**src/rtl/hsv_track_pkg.sv**
```systemverilog
// Shared types and widths for the HSV colour tracker: FSM states, the
// threshold bundle and the bit-width helper used for geometry-derived ports.
package hsv_track_pkg;

  localparam int DEF_IMG_W   = 640;
  localparam int DEF_IMG_H   = 480;
  localparam int DEF_MIN_PIX = 64;

  localparam int HW = 9;
  localparam int SW = 9;
  localparam int VW = 8;

  // $clog2 returns 0 for a single-entry range; a port still needs one bit.
  function automatic int bits_for(input int n);
    return (n > 1) ? $clog2(n) : 1;
  endfunction

  localparam int XW = bits_for(DEF_IMG_W);
  localparam int YW = bits_for(DEF_IMG_H);
  localparam int CW = bits_for(DEF_IMG_W * DEF_IMG_H + 1);

  typedef enum logic [1:0] {
    ST_IDLE,
    ST_ACTIVE,
    ST_PUBLISH
  } state_t;

  typedef struct packed {
    logic [HW-1:0] h_min;
    logic [HW-1:0] h_max;
    logic [SW-1:0] s_min;
    logic [VW-1:0] v_min;
  } thr_t;

endpackage

```
**src/rtl/hsv_color_track_cmp.sv**
```systemverilog
// Combinational colour-window test for one HSV pixel.
// HUE_WRAP_EN: an inverted hue window (h_min > h_max) wraps across 0/360.
module hsv_window_cmp
  import hsv_track_pkg::*;
(
  input  logic [HW-1:0] hsv_h,
  input  logic [SW-1:0] hsv_s,
  input  logic [VW-1:0] hsv_v,
  input  thr_t          thr,
  output logic          match
);

  logic hue_ok;

  // NOTE: every variable written in always_comb gets a default first, so no
  // path through the block leaves it unassigned and no latch is inferred.
  always_comb begin
    hue_ok = 1'b0;
    if (thr.h_min <= thr.h_max) begin
      hue_ok = (hsv_h >= thr.h_min) && (hsv_h <= thr.h_max);
    end else begin
`ifdef HUE_WRAP_EN
      hue_ok = (hsv_h >= thr.h_min) || (hsv_h <= thr.h_max);
`else
      hue_ok = 1'b0;
`endif
    end
  end

  assign match = hue_ok && (hsv_s >= thr.s_min) && (hsv_v >= thr.v_min);

endmodule

```
**src/rtl/hsv_color_track.sv**
```systemverilog
// Per-pixel colour mask plus per-frame bounding box / count, published once per frame.
// Optional HUE_WRAP_EN (see hsv_window_cmp) enables wrap-around hue windows.
module hsv_color_track
  import hsv_track_pkg::*;
#(
  parameter int IMG_W   = DEF_IMG_W,
  parameter int IMG_H   = DEF_IMG_H,
  parameter int MIN_PIX = DEF_MIN_PIX
) (
  input  logic                                 clk,
  input  logic                                 rst_n,
  input  logic                                 din_sop,
  input  logic                                 din_eop,
  input  logic                                 din_vld,
  input  logic [HW-1:0]                        hsv_h,
  input  logic [SW-1:0]                        hsv_s,
  input  logic [VW-1:0]                        hsv_v,
  input  logic [HW-1:0]                        h_min,
  input  logic [HW-1:0]                        h_max,
  input  logic [SW-1:0]                        s_min,
  input  logic [VW-1:0]                        v_min,
  output logic                                 mask,
  output logic                                 dout_sop,
  output logic                                 dout_eop,
  output logic                                 dout_vld,
  output logic [bits_for(IMG_W)-1:0]           box_x0,
  output logic [bits_for(IMG_W)-1:0]           box_x1,
  output logic [bits_for(IMG_H)-1:0]           box_y0,
  output logic [bits_for(IMG_H)-1:0]           box_y1,
  output logic [bits_for(IMG_W*IMG_H+1)-1:0]   pix_cnt,
  output logic                                 found,
  output logic                                 result_vld
);

  localparam int XL = bits_for(IMG_W);
  localparam int YL = bits_for(IMG_H);
  localparam int CL = bits_for(IMG_W * IMG_H + 1);
  localparam logic [XL-1:0] X_LAST = XL'(IMG_W - 1);
  localparam logic [YL-1:0] Y_LAST = YL'(IMG_H - 1);

  state_t state_q, state_d;
  logic   publish;

  thr_t thr_live, thr_q, thr_cur;
  logic start, accept, pix_match, match;

  logic [XL-1:0] x_q, px, bx0_q, bx1_q, bx0, bx1;
  logic [YL-1:0] y_q, py, by0_q, by1_q, by0, by1;
  logic [CL-1:0] cnt_q, cnt;

  assign thr_live = '{h_min: h_min, h_max: h_max, s_min: s_min, v_min: v_min};
  assign start    = din_vld && din_sop;
  assign accept   = din_vld && (din_sop || (state_q == ST_ACTIVE));
  // The sop pixel is judged against the window latched with it, not the old one.
  assign thr_cur  = start ? thr_live : thr_q;
  assign match    = accept && pix_match;

  hsv_window_cmp u_cmp (
    .hsv_h (hsv_h),
    .hsv_s (hsv_s),
    .hsv_v (hsv_v),
    .thr   (thr_cur),
    .match (pix_match)
  );

  // NOTE: sequential state uses non-blocking assignments so every register
  // samples pre-edge values regardless of statement order.
  always_ff @(posedge clk) begin
    if (!rst_n) state_q <= ST_IDLE;
    else        state_q <= state_d;
  end

  always_comb begin
    state_d = state_q;
    unique case (state_q)
      ST_IDLE:    if (start) state_d = din_eop ? ST_PUBLISH : ST_ACTIVE;
      ST_ACTIVE:  if (din_vld && din_eop) state_d = ST_PUBLISH;
      ST_PUBLISH: state_d = start ? (din_eop ? ST_PUBLISH : ST_ACTIVE) : ST_IDLE;
      default:    state_d = ST_IDLE;
    endcase
  end

  always_comb begin
    publish = (state_q == ST_PUBLISH);
  end

  // Clear-on-sop merged with the update so the first pixel lands at (0, 0).
  always_comb begin
    px  = start ? '0     : x_q;
    py  = start ? '0     : y_q;
    bx0 = start ? X_LAST : bx0_q;
    bx1 = start ? '0     : bx1_q;
    by0 = start ? Y_LAST : by0_q;
    by1 = start ? '0     : by1_q;
    cnt = start ? '0     : cnt_q;
    if (match) begin
      if (px < bx0) bx0 = px;
      if (px > bx1) bx1 = px;
      if (py < by0) by0 = py;
      if (py > by1) by1 = py;
      if (cnt != '1) cnt = cnt + 1'b1;
    end
  end

  always_ff @(posedge clk) begin
    if (!rst_n) begin
      thr_q    <= '0;
      x_q      <= '0;
      y_q      <= '0;
      bx0_q    <= '0;
      bx1_q    <= '0;
      by0_q    <= '0;
      by1_q    <= '0;
      cnt_q    <= '0;
      mask     <= 1'b0;
      dout_sop <= 1'b0;
      dout_eop <= 1'b0;
      dout_vld <= 1'b0;
    end else begin
      mask     <= match;
      dout_vld <= accept;
      dout_sop <= accept && din_sop;
      dout_eop <= accept && din_eop;
      if (start) thr_q <= thr_live;
      if (accept) begin
        x_q   <= (px == X_LAST) ? '0 : px + 1'b1;
        y_q   <= ((px == X_LAST) && (py != Y_LAST)) ? py + 1'b1 : py;
        bx0_q <= bx0;
        bx1_q <= bx1;
        by0_q <= by0;
        by1_q <= by1;
        cnt_q <= cnt;
      end
    end
  end

  // Accumulators are read before any same-cycle sop clears them.
  always_ff @(posedge clk) begin
    if (!rst_n) begin
      box_x0     <= '0;
      box_x1     <= '0;
      box_y0     <= '0;
      box_y1     <= '0;
      pix_cnt    <= '0;
      found      <= 1'b0;
      result_vld <= 1'b0;
    end else begin
      result_vld <= publish;
      if (publish) begin
        box_x0  <= (cnt_q == '0) ? '0 : bx0_q;
        box_x1  <= (cnt_q == '0) ? '0 : bx1_q;
        box_y0  <= (cnt_q == '0) ? '0 : by0_q;
        box_y1  <= (cnt_q == '0) ? '0 : by1_q;
        pix_cnt <= cnt_q;
        found   <= (int'(cnt_q) >= MIN_PIX);
      end
    end
  end

endmodule
```
**config.mk**
```make
export PLATFORM = sky130hd
export DESIGN_NAME = hsv_color_track
export DESIGN_NICKNAME = d
export VERILOG_FILES = /design/src/rtl/hsv_track_pkg.sv /design/src/rtl/hsv_color_track_cmp.sv /design/src/rtl/hsv_color_track.sv
export SDC_FILE = /design/constraint.sdc
export NUM_CORES = 1
export LEC_CHECK = 0
export CORE_ASPECT_RATIO = 0.6
export CORE_UTILIZATION = 55
export DETAILED_ROUTE_END_ITERATION = 7
export PLACE_DENSITY = 0.86
export REMOVE_ABC_BUFFERS = 1
export SLEW_MARGIN = 25
export SYNTH_ARGS = -nofsm -noshare
export SYNTH_HDL_FRONTEND = slang
export SYNTH_SLANG_ARGS = --single-unit
```
**constraint.sdc**
```tcl
create_clock -name clk -period 6.47 [get_ports clk]
set_clock_uncertainty 0.2 [all_clocks]
set_input_delay 1.294 -clock clk [delete_from_list [all_inputs] [get_ports clk]]
set_output_delay 1.294 -clock clk [all_outputs]
set_load 0.03 [all_outputs]
```
# Word level (Yosys, flattened, before mapping)
# Index checks and enable logic that the tools add are counted.
[totals]
input_bits = 66
reg_bits = 176
elab_cells = 87
output_inout_bits = 63
[classes]
mux = 30
magnitude_cmp = 10
addsub = 3
reduce_logical = 14
eq_ne = 7
[op_table]
columns = ["op", "n"]
rows = [
  ["$mux W10", 10],
  ["$mux W9", 10],
  ["$mux W19", 3],
  ["$mux W35", 1],
  ["$add A19 B1 Y19 const B", 1],
  ["$ge A19 B7 Y1 const B", 1],
  ["$logic_not A19 Y1", 1],
  ["$ne A19 B19 Y1 const B", 1],
  ["$ge A9 B9 Y1", 2],
  ["$le A9 B9 Y1", 2],
  ["$add A10 B1 Y10 const B", 1],
  ["$eq A10 B10 Y1 const B", 1],
  ["$gt A10 B10 Y1", 1],
  ["$logic_and A1 B1 Y1", 10],
  ["$lt A10 B10 Y1", 1],
  ["$add A9 B1 Y9 const B", 1],
  ["$gt A9 B9 Y1", 1],
  ["$lt A9 B9 Y1", 1],
  ["$ne A9 B9 Y1 const B", 1],
  ["$ge A8 B8 Y1", 1],
  ["$mux W2", 4],
  ["$pmux W2 S3", 1],
  ["$eq A2 B1 Y1 const B", 1],
  ["$eq A2 B2 Y1 const B", 1],
  ["6 further kinds", 6],
]

# Longest topological paths before layout
# Gate-level depths: netlist of run 1.
[depth]
ltp_word = 9
depth_mapped = 20
depth_no_buf = 12

# Cells and area by module
# Synthesis of run 1 repeated with hierarchy kept, for this count alone.
[unflattened]
hier_cells = 1134
hier_area_um2 = 9341.5
[by_module_without_submodules]
columns = ["mod", "cells_each", "seq_area_each_um2", "area_per_inst_um2", "n_inst"]
rows = [
  ["hsv_color_track", 992, 3523.4, 8275.4, 1],
  ["hsv_window_cmp", 142, 0.0, 1066.0, 1],
]

# Least setup slack after synthesis of run 1
# Ideal clock, no wire load.
[synth_path]
path_kind = "in2reg"
from = "input port din_vld"
to = "register by0_q[2]"
setup_ns = 0.059
arrival_ns = 5.797
path_stages = 18
n_path_buf = 6
setup_slack_ns = 0.414
required_ns = 6.211
path_cell_list = "buf_2 nand2_2 buf_4 clkbuf_1 clkbuf_1 clkbuf_1 buf_1 mux2i_1 inv_1 ha_1 a21oi_1 o21ai_0 a211oi_1 a311oi_1 or3_1 or3_1 o41ai_4 o221a_2"
[synth_rtl]
columns = ["item", "line", "text"]
rows = [
  ["from (decl)", "hsv_color_track.sv:14", "input logic din_vld,"],
  ["to (signal assigned)", "hsv_color_track.sv:130", "by0_q <= by0;"],
  ["to (decl)", "hsv_color_track.sv:48", "logic [YL-1:0] y_q, py, by0_q, by1_q, by0, by1;"],
]

==> impl_metrics.yaml, run 1 <==
route:
  routedWlPerCell_um: 17.2
  wl_um: 23000
  met1_length_um: 10900
  drt_first_pass_iters: 6
  drc: 0
  routed_via_density: 5.97
  ant_nets: 0
  dr.max_layer_used: "met4"
  met2_length_um: 9890
  met3_length_um: 1880
  vias: 7952
  dr.first_iter.drc_count: 726
global_routing:
  grt-ovfl-total: 0
  grt_usage_pct: 28.3
  grt_max_degree: 78
  antenna_found_initial: 0
  grt_pass1_wl_um: 38100
  grt_pass1_vias: 7690
clock_tree:
  clk-insertion-delay-late_ps: 430
  clk_path_buf_depth: 2
  postCtsSetupRepairBufs: 0
  post_cts_resized: 0
  clkSlewWorstSetupHoldPaths_ps: 70
  hold_buffers: 0
  cts_root_buf: "clkbuf_16"
  cts.sinks: 176
  cts_buffers: 17
  htreeDepth: 4
  cts_tree: "done"
logic_synthesis:
  post-synth-top-area-cell: "dfxtp_1"
  syn-cell-area_um2: 8950
  yosysMostFrequentCell: "dfxtp_1"
  yosys.cell_types.count: 69
  ys_seq_elements: 176
  syn-mean-instance-area_um2: 8.81
  yosys_warnings: 0
  synth_top_cell_area_share_pct: 39.4
  async_flop_share_pct: 0
  synth-seq-area-share_pct: 39.4
  ys_top_cells_by_area: "dfxtp_1 (39%), ha_1 (11%), nor2_1 (5.0%)"
  synth_cells: 1016
  synth_edf_count: 0
  synth_flop_cell: "dfxtp_1"
  synth_commonest_cells: "dfxtp_1 (176), nor2_1 (120), nand2_1 (118)"
setup_path:
  arrival_ps: 5550
  worstSetupPathType: "input port to register"
  cp-start-kind: "input port"
  crit_required_ps: 6580
  rr_worst_depth: 10
  critPathCaptureType: "register"
  cp_max_fo: 16
die:
  ios: 129
  core_area_um2: 15600
  die_area_um2: 16800
  initial_utilization_pct: 57.2
  die_w_um: 167
  fp-row-count: 35
  fp.dieH_um: 101
sta:
  period_needed_ps: 5430
  tightest_slew_ps: 828
  timing.final.crit_share_pct: 84.0
  whs_ps: 258
  rsz0062_at_grt: "false"
  fmax_mhz: 184
  slew_viol_final: 0
  setup-violations-final: 0
  timing.slew.headroom_pct: 44.8
  tns_ps: 0
  finalHoldViolations: 0
cells_and_area:
  fin_util_pct: 70.0
  drive_above_1_share_pct: 7.35
  seq_area_um2: 3520
  areaGrowthSynthToFinish_pct: 22.3
  fill_cells: 1199
  layout.nets: 1259
  multiInputGateArea_um2: 5100
  num_antenna_cells: 0
run:
  maxCapViolations: 0
worst_hold_path:
  hp-class: "register to register"
  whs_path_depth: 2
place:
  io_buffers: 128
  gp_congestion: 0.834
  dp_hpwl_um: 16100
run_status:
  outcome: "finished clean"
pwr:
  p_per_area_nw_per_um2: 224
  leakagePower_uw: 0.00446
  ir_worst_vdd_mv: 0.142
-- state kept, by name, indices dropped and copies added, names as in the netlist, 10 cells and up --
register	cells
thr_q	35
x_q	10
bx1_q	10
pix_cnt	19
bx0_q	10
cnt_q	19
box_x0	10
box_x1	10
-- critical path, stage by stage --
cell and delay, ps:
clkdlybuf4s50_1 670, and2_1 320, buf_4 300, mux2i_1 320, inv_1 90, ha_1 280, nor2b_1 50, o32ai_1 290
maj3_1 250, a21oi_1 220, a2111oi_4 720, nand3b_1 380, o221a_2 350
-- cells in the final DEF (no fill, tap or decap), types with 25 or more instances in the layout --
master / instances
clkdlybuf4s50_1: 128
a22oi_1: 40
inv_1: 28
o21ai_0: 25
mux2i_1: 34
nand2_1: 118
dfxtp_1: 176
a21oi_1: 63
nor2_1: 119
ha_1: 76
-- through the flow --
stage               power [uW]  instances  setup WS [ps]  instance area (um2)
floorplan                 1310        958           1000                 8720
global placement          1410       1301            833                10400
detailed placement        1420       1301            708                10400
CTS                       2450       1333           1100                10900
global route              2530       1333            674                10900
finish                    2450       1333           1040                10900
-- layer usage --
metal / vias to the layer above / track usage, %
met5: - / 0
met1: 3721 / 38.1
li1: 3858 / -
met4: 0 / 9.33
met3: 40 / 5.97
met2: 333 / 45.4
-- kinds of logic (layout without fill, tap and decap cells) --
group,Yosys count,in the layout,synth area share [%]
adders and majority gates,78,78,10.9
xor gates and xnor gates,16,16,1.57
buffers and inverters,87,201,3.76
AOI/OAI and AO/OA,233,233,19.5
muxes,39,39,4.59
and+or+nand+nor,387,387,20.4
DFF,176,176,39.4
-- power by group --
group / switching, uW / internal (uW)
combinational: 163 / 125
sequential: 12.4 / 1100
clock: 465 / 578
total: 640 / 1810
-- cell type report --
class | instances | area share, %
Clock buffer | 19 | 3.95
Multi-Input combinational cell | 753 | 46.6
Timing Repair Buffer | 140 | 12.5
Inverter | 29 | 1.01
Tap cell | 203 | 2.32
Clock inverter | 13 | 1.43
Sequential cell | 176 | 32.2
-- worst paths after layout --
| path | end | start | slack [ps] |
|---|---|---|---|
| worst min-delay path | pix_cnt[10] | pix_cnt[10] | 260 |
| worst max register to register | bx0_q[2] | thr_q[30] | 2810 |
| worst min register to register | pix_cnt[10] | pix_cnt[10] | 260 |
| worst max-delay path | bx0_q[2] | din_vld | 1040 |
No activity file was read; power rests on OpenSTA's default activity.
==> run 2, diff against run 1 <==
Clock period 6.47 ns to 5.5 ns, I/O delays scaled along.
==> impl_metrics.yaml, run 2 (synthesized netlist as in run 1, its figures left out) <==
run_status:
  outcome: "finished clean"
die:
  fp-row-count: 35
  die_w_um: 167
  initial_utilization_pct: 57.2
  core_area_um2: 15600
  die_area_um2: 16800
  fp.dieH_um: 101
  ios: 129
sta:
  fmax_mhz: 201
  worst_slack_ps: 519
  slew_viol_final: 0
  rsz0062_at_grt: "false"
  period_needed_ps: 4980
  timing.slew.headroom_pct: 34.4
  whs_ps: 255
  timing.final.crit_share_pct: 90.6
  tightest_slew_ps: 985
  finalHoldViolations: 0
  tns_ps: 0
  setup-violations-final: 0
route:
  dr.first_iter.drc_count: 845
  ant_nets: 0
  routed_via_density: 5.95
  routedWlPerCell_um: 17.5
  vias: 7996
  wl_um: 23500
  drc: 0
  drt_first_pass_iters: 6
pwr:
  ir_worst_vdd_mv: 0.243
  p_per_area_nw_per_um2: 267
  leakagePower_uw: 0.00453
worst_hold_path:
  hp-class: "register to register"
global_routing:
  grt_usage_pct: 28.4
  grt_max_degree: 92
  grt_pass1_wl_um: 38000
  antenna_found_initial: 0
  grt_pass1_vias: 7507
  grt-ovfl-total: 0
cells_and_area:
  regMostFlops: "thr_q"
  num_antenna_cells: 0
  layout.nets: 1269
  drive_above_1_share_pct: 8.33
  final_cell_mix: "dfxtp_1 (176), clkdlybuf4s50_1 (128), nor2_1 (119), nand2_1 (118), ha_1 (76)"
  largest_register_ffs: 35
  multiInputGateArea_um2: 5100
  fin_util_pct: 70.8
  top_regs: "thr_q: 35 flops, cnt_q: 19 flops, pix_cnt: 19 flops"
  seq_area_um2: 3520
  final_common_cell: "dfxtp_1"
  fill_cells: 1187
  areaGrowthSynthToFinish_pct: 23.7
place:
  place_ws_ps: 152
  gp_congestion: 0.893
  io_buffers: 128
  dp_hpwl_um: 16600
setup_path:
  cp_max_fo: 33
  worstSetupPathType: "input port to register"
  critPathCaptureType: "register"
  arrival_ps: 5100
  cp-start-kind: "input port"
  crit_required_ps: 5620
run:
  maxCapViolations: 0
clock_tree:
  cts_tree: "done"
  cts.sinks: 176
  hold_buffers: 0
  cts_root_buf: "clkbuf_16"
  post_cts_resized: 0
  cts_buffers: 17
  clkSlewWorstSetupHoldPaths_ps: 70
  postCtsSetupRepairBufs: 0
  htreeDepth: 4
  clk-insertion-delay-late_ps: 430
  clk_path_buf_depth: 2
-- run 2: where the power goes --
part | switching [uW] | internal, uW | leakage [uW]
Clock | 535 | 764 | 0.000310
Combinational | 196 | 150 | 0.00279
Sequential | 14.6 | 1300 | 0.00143
-- run 2: per-layer routing --
| layer | vias to the layer above | wire length [um] | track usage [%] |
|---|---|---|---|
| met3 | 37 | 2260 | 7.18 |
| met2 | 385 | 10000 | 44.3 |
| met1 | 3698 | 10800 | 39.0 |
| met5 | - | 0 | 0 |
| li1 | 3876 | - | - |
| met4 | 0 | 360 | 7.83 |
-- run 2: cell type report --
cell class / instances / share of cell area (%)
repair buffers: 150 / 13.1
multi-input cells: 753 / 46.1
flip-flops and latches: 176 / 31.8
clock buffers: 20 / 4.22
inverters: 29 / 0.995
well taps: 203 / 2.29
clock inverters: 12 / 1.54
-- run 2: worst paths after layout --
path / startpoint / to / slack, ps / cells past startpoint
worst min-delay path: pix_cnt[6] / pix_cnt[6] / 250 / 2
worst max-delay path: din_vld / cnt_q[14] / 520 / 14
worst max register to register: thr_q[34] / by0_q[4] / 1850 / 11
worst min register to register: pix_cnt[6] / pix_cnt[6] / 250 / 2
-- run 2: critical path, stage by stage --
cell and delay, ps:
clkdlybuf4s50_1 410, buf_4 170, nand2_4 220, buf_4 460, mux2i_1 170, ha_1 320, nand2_1 60, o21ai_0 160
a41oi_1 180, a21oi_1 280, or4b_1 510, a2111oi_4 630, a31oi_1 160, a41o_1 230
-- run 2: per-stage QoR --
| step | total power (uW) | cell area, um2 | instances |
|---|---|---|---|
| CTS | 2960 | 11100 | 1343 |
| detailed placement | 1680 | 10400 | 1311 |
| global placement | 1670 | 10400 | 1311 |
| finish | 2960 | 11100 | 1343 |
| floorplan | 1550 | 8720 | 958 |
| global route | 3060 | 11100 | 1343 |
==> run 3, diff against run 2 <==
Settings changed: CORE_MARGIN set to 2, CORE_UTILIZATION 55 to 35, PLACE_DENSITY 0.86 to 0.6.
==> impl_metrics.yaml, run 3 (synthesized netlist as in run 1, its figures left out) <==
cells_and_area:
  final_cell_mix: "dfxtp_1 (176), clkdlybuf4s50_1 (128), nand2_1 (118), nor2_1 (118), ha_1 (76)"
  regMostFlops: "thr_q"
  num_antenna_cells: 0
  largest_register_ffs: 35
  final_common_cell: "dfxtp_1"
  layout.nets: 1271
  top_regs: "thr_q: 35 flops, cnt_q: 19 flops, pix_cnt: 19 flops"
  areaGrowthSynthToFinish_pct: 25.6
  drive_above_1_share_pct: 8.49
  fin_util_pct: 44.6
  final_area_um2: 11200
  final_cells: 1471
  fill_cells: 2469
sta:
  rsz0062_at_grt: "false"
  timing.final.crit_share_pct: 91.0
  finalHoldViolations: 0
  tns_ps: 0
  setup-violations-final: 0
  timing.slew.headroom_pct: 41.7
  fmax_mhz: 200
  tightest_slew_ps: 871
  period_needed_ps: 5010
  slew_viol_final: 0
place:
  dp_hpwl_um: 17500
  placedCellCount: 1439
  gp_congestion: 0.815
  io_buffers: 128
  postPlaceCellArea_um2: 10600
run_status:
  outcome: "finished clean"
global_routing:
  grt_usage_pct: 18.5
  grt_max_degree: 93
  antenna_found_initial: 1
  grt_pass1_wl_um: 39500
  grt-ovfl-total: 0
  grt_pass1_vias: 7433
worst_hold_path:
  hp-class: "register to register"
setup_path:
  critPathCaptureType: "register"
  arrival_ps: 5190
  crit_required_ps: 5690
  cp_max_fo: 8
  cp-start-kind: "input port"
  worstSetupPathType: "input port to register"
pwr:
  leakagePower_uw: 0.00452
  ir_worst_vdd_mv: 0.211
  p_per_area_nw_per_um2: 265
  power_uw: 2980
route:
  drt_first_pass_iters: 5
  wl_um: 24400
  routedWlPerCell_um: 16.6
  drc: 0
  dr.first_iter.drc_count: 460
  ant_nets: 0
  routed_via_density: 5.20
  vias: 7652
clock_tree:
  clk_path_buf_depth: 2
  clkSlewWorstSetupHoldPaths_ps: 70
  cts_tree: "done"
  htreeDepth: 4
  cts.sinks: 176
  postCtsSetupRepairBufs: 0
  clk-insertion-delay-late_ps: 440
  cts_root_buf: "clkbuf_16"
  cts_buffers: 17
  hold_buffers: 0
  post_cts_resized: 0
die:
  core_area_um2: 25200
  ios: 129
  die_area_um2: 26900
  initial_utilization_pct: 35.5
  fp-row-count: 45
  fp.dieH_um: 128
  die_w_um: 210
run:
  maxCapViolations: 0
[run 3: cell types whose count changed in the layout (fill, tap and decap cells not counted), moves of 2 or more]
cell / delta
clkbuf_8: -2
clkinvlp_4: +3
clkbuf_1: +2
clkinv_4: -3
[run 3: final timing paths]
kind	cells past startpoint	start	end	slack [ps]
worst max register to register	10	thr_q[30]	by0_q[7]	1800
worst min register to register	2	pix_cnt[9]	pix_cnt[9]	250
worst min-delay path	2	pix_cnt[9]	pix_cnt[9]	250
worst max-delay path	12	din_vld	by0_q[7]	490
[run 3: report_power, final]
group / switching, uW / total (uW) / internal, uW / leakage [uW]
Sequential: 14.0 / 1310 / 1300 / 0.00143
Combinational: 192 / 341 / 149 / 0.00280
Clock: 546 / 1320 / 776 / 0.000294
Total: 752 / 2980 / 2220 / 0.00452
[run 3: metrics by stage]
step | setup slack [ps] | hold WS [ps]
floorplan | 224 | 236
global placement | 196 | 244
detailed placement | 133 | 249
CTS | 545 | 259
global route | 143 | 277
finish | 493 | 255
[run 3: per-layer routing]
metal  part of all wire, %  routed length, um  vias to the layer above  track usage, %
li1                      -                  -                     3875               -
met1                    52              12600                     3579            26.6
met2                    41              10000                      177            27.3
met3                   6.2               1520                       21            5.07
met4                  0.93                226                        0            4.23
met5                     0                  0                        -               0
[run 3: area by class of cell]
class | count | area, um2 | area share, %
clock buffers | 20 | 447 | 3.97
inverters | 29 | 110 | 0.979
flip-flops and latches | 176 | 3520 | 31.3
well taps | 329 | 412 | 3.66
clock inverters | 12 | 181 | 1.61
multi-input cells | 753 | 5100 | 45.4
repair buffers | 152 | 1470 | 13.0
[run 3: critical path, cell delays in order]
cell             delay (ps)
clkdlybuf4s50_1         470
and2_1                  370
mux2i_1                 330
inv_1                    80
ha_1                    350
nand4_1                  90
a2111oi_0               470
a311oi_1                120
or3_1                   440
or3_1                   420
o41ai_4                 680
o221a_2                 280
